### src/rtl/pad_cfg_ctrl.sv
// Pad configuration sequencer: shadow registers written over a req/ack port, applied to io_cells one pad at a time in round-robin order.
// Latency: register ack 1 cycle after the request edge; same-direction config applied 2 edges after the write, direction change 2+TURN_CYCLES edges.
// Backpressure: none on the register port (fixed 1-cycle ack); writes during sequencing only update the shadow and re-queue the pad.
module pad_cfg_ctrl #(
    parameter int                    NUM_PADS    = 8,
    parameter int                    CONF_WIDTH  = 3,
    parameter int                    TURN_CYCLES = 2,
    parameter logic [CONF_WIDTH-1:0] RESET_CFG   = 3'b001
) (
    input  logic                           clk,
    input  logic                           rst,
    input  logic                           cfg_req,
    input  logic                           cfg_we,
    input  logic [4:0]                     cfg_addr,
    input  logic [CONF_WIDTH-1:0]          cfg_wdata,
    output logic [31:0]                    cfg_rdata,
    output logic                           cfg_ack,
    output logic [NUM_PADS*CONF_WIDTH-1:0] io_cell_cfg,
    output logic [NUM_PADS-1:0]            rx_valid,
    output logic                           busy
);

    localparam int         PW          = $clog2(NUM_PADS);
    localparam int         CW          = $clog2(TURN_CYCLES + 1);
    localparam logic [4:0] PAD_LIMIT   = 5'(NUM_PADS);
    localparam logic [4:0] STATUS_ADDR = 5'(NUM_PADS);

    typedef enum logic [1:0] {
        S_IDLE    = 2'd0,
        S_ISOLATE = 2'd1,
        S_APPLY   = 2'd2
    } state_t;

    state_t state;
    state_t state_nxt;

    // Per-pad storage: what software asked for and what the io_cell currently sees.
    logic [CONF_WIDTH-1:0] shadow  [NUM_PADS];
    logic [CONF_WIDTH-1:0] applied [NUM_PADS];
    logic [NUM_PADS-1:0]   pending;

    // Transition context for the single pad being sequenced.
    logic [PW-1:0]         sel;
    logic [CONF_WIDTH-1:0] tgt;
    logic [CW-1:0]         turn_cnt;
    logic                  reseq;
    logic [PW-1:0]         ptr;

    // Register port decode.
    logic                  accept;
    logic                  wr_pad;
    logic [PW-1:0]         wr_idx;
    logic [31:0]           read_mux;

    // Round-robin pick.
    logic                  pick_vld;
    logic [PW-1:0]         pick_idx;
    logic                  dir_diff;

    // A request is taken only while ack is low, so a held req yields one ack pulse followed by a gap.
    assign accept   = cfg_req & ~cfg_ack;
    assign wr_idx   = cfg_addr[PW-1:0];
    assign wr_pad   = accept & cfg_we & (cfg_addr < PAD_LIMIT);
    assign busy     = (state != S_IDLE);
    assign dir_diff = shadow[pick_idx][0] ^ applied[pick_idx][0];

    // Read data selection: pad shadow, status word {pending, busy}, or zero for unmapped space.
    always_comb begin
        read_mux = '0;
        if (cfg_addr < PAD_LIMIT) begin
            read_mux[CONF_WIDTH-1:0] = shadow[wr_idx];
        end else if (cfg_addr == STATUS_ADDR) begin
            read_mux[NUM_PADS:0] = {pending, busy};
        end
    end

    // First pending pad at or after the pointer, wrapping past the last pad.
    always_comb begin
        pick_vld = 1'b0;
        pick_idx = '0;
        for (int k = 0; k < NUM_PADS; k++) begin
            int            cand;
            logic [PW-1:0] cand_idx;
            cand = int'(ptr) + k;
            if (cand >= NUM_PADS) begin
                cand = cand - NUM_PADS;
            end
            cand_idx = PW'(cand);
            if (!pick_vld && pending[cand_idx]) begin
                pick_vld = 1'b1;
                pick_idx = cand_idx;
            end
        end
    end

    // Register port: one-cycle ack, read data only meaningful while ack is high.
    always_ff @(posedge clk or posedge rst) begin
        if (rst) begin
            cfg_ack   <= 1'b0;
            cfg_rdata <= '0;
        end else begin
            cfg_ack   <= accept;
            cfg_rdata <= '0;
            if (accept && !cfg_we) begin
                cfg_rdata <= read_mux;
            end
        end
    end

    // Shadow and pending bookkeeping; a write in the APPLY cycle beats the clear.
    always_ff @(posedge clk or posedge rst) begin
        if (rst) begin
            for (int i = 0; i < NUM_PADS; i++) begin
                shadow[i] <= RESET_CFG;
            end
            pending <= '0;
        end else begin
            if (state == S_APPLY && !reseq) begin
                pending[sel] <= 1'b0;
            end
            if (wr_pad) begin
                shadow[wr_idx]  <= cfg_wdata;
                pending[wr_idx] <= 1'b1;
            end
        end
    end

    // Sequencer state register.
    always_ff @(posedge clk or posedge rst) begin
        if (rst) begin
            state <= S_IDLE;
        end else begin
            state <= state_nxt;
        end
    end

    // Next-state: isolate first only when the direction bit flips.
    always_comb begin
        state_nxt = state;
        unique case (state)
            S_IDLE: begin
                if (pick_vld) begin
                    state_nxt = dir_diff ? S_ISOLATE : S_APPLY;
                end
            end
            S_ISOLATE: begin
                if (turn_cnt == CW'(1)) begin
                    state_nxt = S_APPLY;
                end
            end
            S_APPLY: begin
                state_nxt = S_IDLE;
            end
            default: begin
                state_nxt = S_IDLE;
            end
        endcase
    end

    // Transition context: latch the pad and its target, count isolation, and note late rewrites of that pad.
    always_ff @(posedge clk or posedge rst) begin
        if (rst) begin
            sel      <= '0;
            tgt      <= RESET_CFG;
            turn_cnt <= '0;
            reseq    <= 1'b0;
            ptr      <= '0;
        end else begin
            case (state)
                S_IDLE: begin
                    if (pick_vld) begin
                        sel      <= pick_idx;
                        tgt      <= shadow[pick_idx];
                        turn_cnt <= CW'(TURN_CYCLES);
                        // The write racing the pick updates the shadow after tgt was taken.
                        reseq    <= wr_pad && (wr_idx == pick_idx);
                    end
                end
                S_ISOLATE: begin
                    turn_cnt <= turn_cnt - CW'(1);
                    if (wr_pad && (wr_idx == sel)) begin
                        reseq <= 1'b1;
                    end
                end
                S_APPLY: begin
                    ptr <= (sel == PW'(NUM_PADS - 1)) ? '0 : sel + PW'(1);
                end
                default: begin
                    ptr <= ptr;
                end
            endcase
        end
    end

    // Applied config: tri-state and mask the pad on a direction flip, then drive the target.
    always_ff @(posedge clk or posedge rst) begin
        if (rst) begin
            for (int i = 0; i < NUM_PADS; i++) begin
                applied[i] <= RESET_CFG;
            end
            rx_valid <= '1;
        end else begin
            case (state)
                S_IDLE: begin
                    if (pick_vld && dir_diff) begin
                        applied[pick_idx][0] <= 1'b1;
                        rx_valid[pick_idx]   <= 1'b0;
                    end
                end
                S_APPLY: begin
                    applied[sel]  <= tgt;
                    rx_valid[sel] <= 1'b1;
                end
                default: begin
                    rx_valid <= rx_valid;
                end
            endcase
        end
    end

    // Flatten the applied array onto the io_cell bus.
    always_comb begin
        io_cell_cfg = '0;
        for (int i = 0; i < NUM_PADS; i++) begin
            io_cell_cfg[i*CONF_WIDTH +: CONF_WIDTH] = applied[i];
        end
    end

endmodule

### config.mk
export PLATFORM = sky130hd
export DESIGN_NAME = pad_cfg_ctrl
export DESIGN_NICKNAME = d
export VERILOG_FILES = /design/src/rtl/pad_cfg_ctrl.sv
export SDC_FILE = /design/constraint.sdc
export NUM_CORES = 1
export LEC_CHECK = 0
export ABC_AREA = 1
export CAP_MARGIN = 20
export CORE_UTILIZATION = 30
export DETAILED_ROUTE_END_ITERATION = 6
export HOLD_SLACK_MARGIN = 0.02
export SLEW_MARGIN = 0
export SYNTH_ARGS = -nofsm -noshare
export SYNTH_HDL_FRONTEND = slang
export SYNTH_SLANG_ARGS = --single-unit
### constraint.sdc
create_clock -name clk -period 5.57 [get_ports clk]
set_input_delay 0.8355 -clock clk [delete_from_list [all_inputs] [get_ports clk]]
set_output_delay 0.8355 -clock clk [all_outputs]
set_load 0.01 [all_outputs]
==> impl_metrics.env <==
export IMPL_r2r_slack_ns=1.68
export IMPL_via_count=4700
export IMPL_finalSetupViolations=0
export IMPL_dpl_worst_slack_ns=1.69
export IMPL_end_kind="register"
export IMPL_wl_per_cell_um=14.6
export IMPL_drive_gt1_frac=0.117
export IMPL_fmax_mhz=257
export IMPL_grt_pass1_vias=4487
export IMPL_area_growth_pct=17.3
export IMPL_nNetsFinal=782
export IMPL_place_port_buffers=54
export IMPL_synth_seq_cells=88
export IMPL_synth_area_um2=5420
export IMPL_cp_data_required_time_ns=5.84
export IMPL_ys_types=49
export IMPL_cpPeakStageDelay_ns=0.62
export IMPL_die_area_um2=18600
export IMPL_grt_ovfl_total=0
export IMPL_cts_made_buffers=9
export IMPL_stdcell_area_um2=6360
export IMPL_cts_root_buf="clkbuf_16"
export IMPL_place_congestion=0.898
export IMPL_vias_per_cell=4.72
export IMPL_hold_path_class="register to register"
export IMPL_n_antenna_cell=0
export IMPL_reg2reg_from="ptr[0]"
export IMPL_dp_hpwl_um=11000
export IMPL_die_x_um=136
export IMPL_h_tree_depth=3
export IMPL_start_kind="register"
export IMPL_start_util=0.310
export IMPL_antenna_found_initial=0
export IMPL_fin_worst_skew_ns=0.00813
export IMPL_slew_headroom=0.487
export IMPL_grt_max_degree=46
export IMPL_hp_start="cfg_ack"
export IMPL_rsz0062_at_grt="false"
export IMPL_tightest_slew_ns=0.770
export IMPL_drc_errors=0
export IMPL_drt_initial_drc_count=329
export IMPL_yosysTopAreaCell="dfrtp_1"
export IMPL_slew_violations=0
export IMPL_cp_num_buf_inv=4
export IMPL_status="complete, no violations"
export IMPL_hold_violations=0
export IMPL_syn_inst=715
export IMPL_crit_fanout=25
export IMPL_critPathTopFamily="simple AND/OR/NAND/NOR gates"
export IMPL_startpoint="ptr[0]"
export IMPL_std_cell_rows=48
export IMPL_ant_nets=0
export IMPL_slowest_stage="dfrtp_1"
export IMPL_yosysWarnings=0
export IMPL_synth_async_sr_flop_share=1.00
export IMPL_cap_violations=0
export IMPL_critPathKind="register to register"
export IMPL_crit_path_cell_trace="inv_2 > ha_1 > inv_2 > nand3_1 > nand3_1 > nand2_2 > nor2_8 > nand4_4 > nor2_8 > nand3_1 > nand2_4 > nand2_2 > inv_2 > nand2_1 > nand2_1 > nor2_1 > nand2_2 > nand3_4 > o21bai_2 > inv_1"
export IMPL_placedCellCount=979
export IMPL_grt_usage=0.164
export IMPL_grt_pass1_wl_um=23600
export IMPL_dr_pass1_iters=5
export IMPL_synth_area_leaders="dfrtp_1, nand2_1, dfstp_2"
export IMPL_io_pins=78
export IMPL_fin_ws_ns=1.68
export IMPL_arrival_ns=4.16
export IMPL_min_period_over_period=0.698
export IMPL_core_area_um2=17500
export IMPL_syn_area_per_cell_um2=7.58
export IMPL_finalSetupTns_ns=0
export IMPL_clk_latency_ns=0.34
export IMPL_placed_cell_area_um2=6070
export IMPL_post_cts_buffers=0
export IMPL_yosysTopAreaCellShare=0.291
export IMPL_path_clk_slew_ns=0.06
export IMPL_synth_edff_count=0
export IMPL_synth_main_ff_cell="dfrtp_1"
export IMPL_stdcell_count=995
export IMPL_ys_seq_area_frac=0.412
export IMPL_cts_tree="built"
export IMPL_wirelength_um=14500
export IMPL_clock_sinks=88
export IMPL_timing_final_crit_period_ns=3.89
export IMPL_die_h_um=136
export IMPL_post_cts_resized=0
export IMPL_hold_buffers=0
export IMPL_cts_buffer_depth=2
-- cell usage after synthesis, types with 8 or more instances --
library cell / number
buf_4: 25
nor2_1: 49
o21ai_0: 66
dfstp_2: 25
a21oi_1: 11
inv_1: 81
nand3_1: 65
o21bai_2: 8
nand2_1: 211
nor3_1: 11
clkbuf_1: 9
dfrtp_1: 63
-- layout by cell type, fill, tap and decap left out, types with 8 or more instances in the layout --
cell and instances:
nor2_1 49, inv_1 80, a21oi_1 11, nand2_1 211, dfstp_2 25, dfrtp_1 63, nand3_1 65, clkdlybuf4s50_1 54
clkbuf_16 9, nor3_1 11, conb_1 23, o21ai_0 66, o21bai_2 8
-- registers in the layout (all words and copies together), names as in the netlist --
register and flops:
cfg_rdata 9, shadow 24, pending 8, cfg_ack 1
reseq 1, rx_valid 8, tgt 3, io_cell_cfg 24
state 2, ptr 3, turn_cnt 2, sel 3
-- layer usage --
| layer | routed length (µm) | track usage | vias to the layer above |
|---|---|---|---|
| met3 | 464 | 0.0227 | 21 |
| met4 | 266 | 0.0506 | 0 |
| met1 | 6670 | 0.219 | 2208 |
| met2 | 7120 | 0.273 | 97 |
| li1 | - | - | 2374 |
| met5 | 0 | 0 | - |
-- cell type report --
class,instances,area (µm²)
clock buffer,11,233
multi-input combinational,520,2660
inverter,90,340
timing repair buffer,56,556
fill,1832,11100
tap,225,282
sequential,88,2230
clock inverter,5,57.6
-- kinds of logic (layout without fill, tap and decap cells) --
group                      count (synthesis)  in the layout  synth area share
xor gates and xnor gates                   8              8            0.0157
other                                      1             23          0.000692
buffers and inverters                    129            162             0.113
and+or+nand+nor                          376            376             0.324
adders and majority gates                  5              5            0.0115
DFF                                       88             88             0.412
AOI/OAI and AO/OA                        108            108             0.123
-- through the flow --
stage | utilization | hold WS [ns]
finish | 0.364 | 0.455
detailed placement | 0.347 | 0.449
global route | 0.364 | 0.472
global placement | 0.347 | 0.448
CTS | 0.364 | 0.457
floorplan | - | 0.453
-- path summary, 6_finish.rpt --
kind                                    to  cells after the start
max                            rx_valid[3]                     20
max in group asynchronous  io_cell_cfg[15]                      3
min reg2reg                        cfg_ack                      1
min in group asynchronous     cfg_rdata[7]                      2
min                                cfg_ack                      1
max reg2reg                    rx_valid[3]                     20
Power is left out: the tool's default activity adds up to more than one toggle a clock period on the data nets, which glitch-free logic cannot reach.
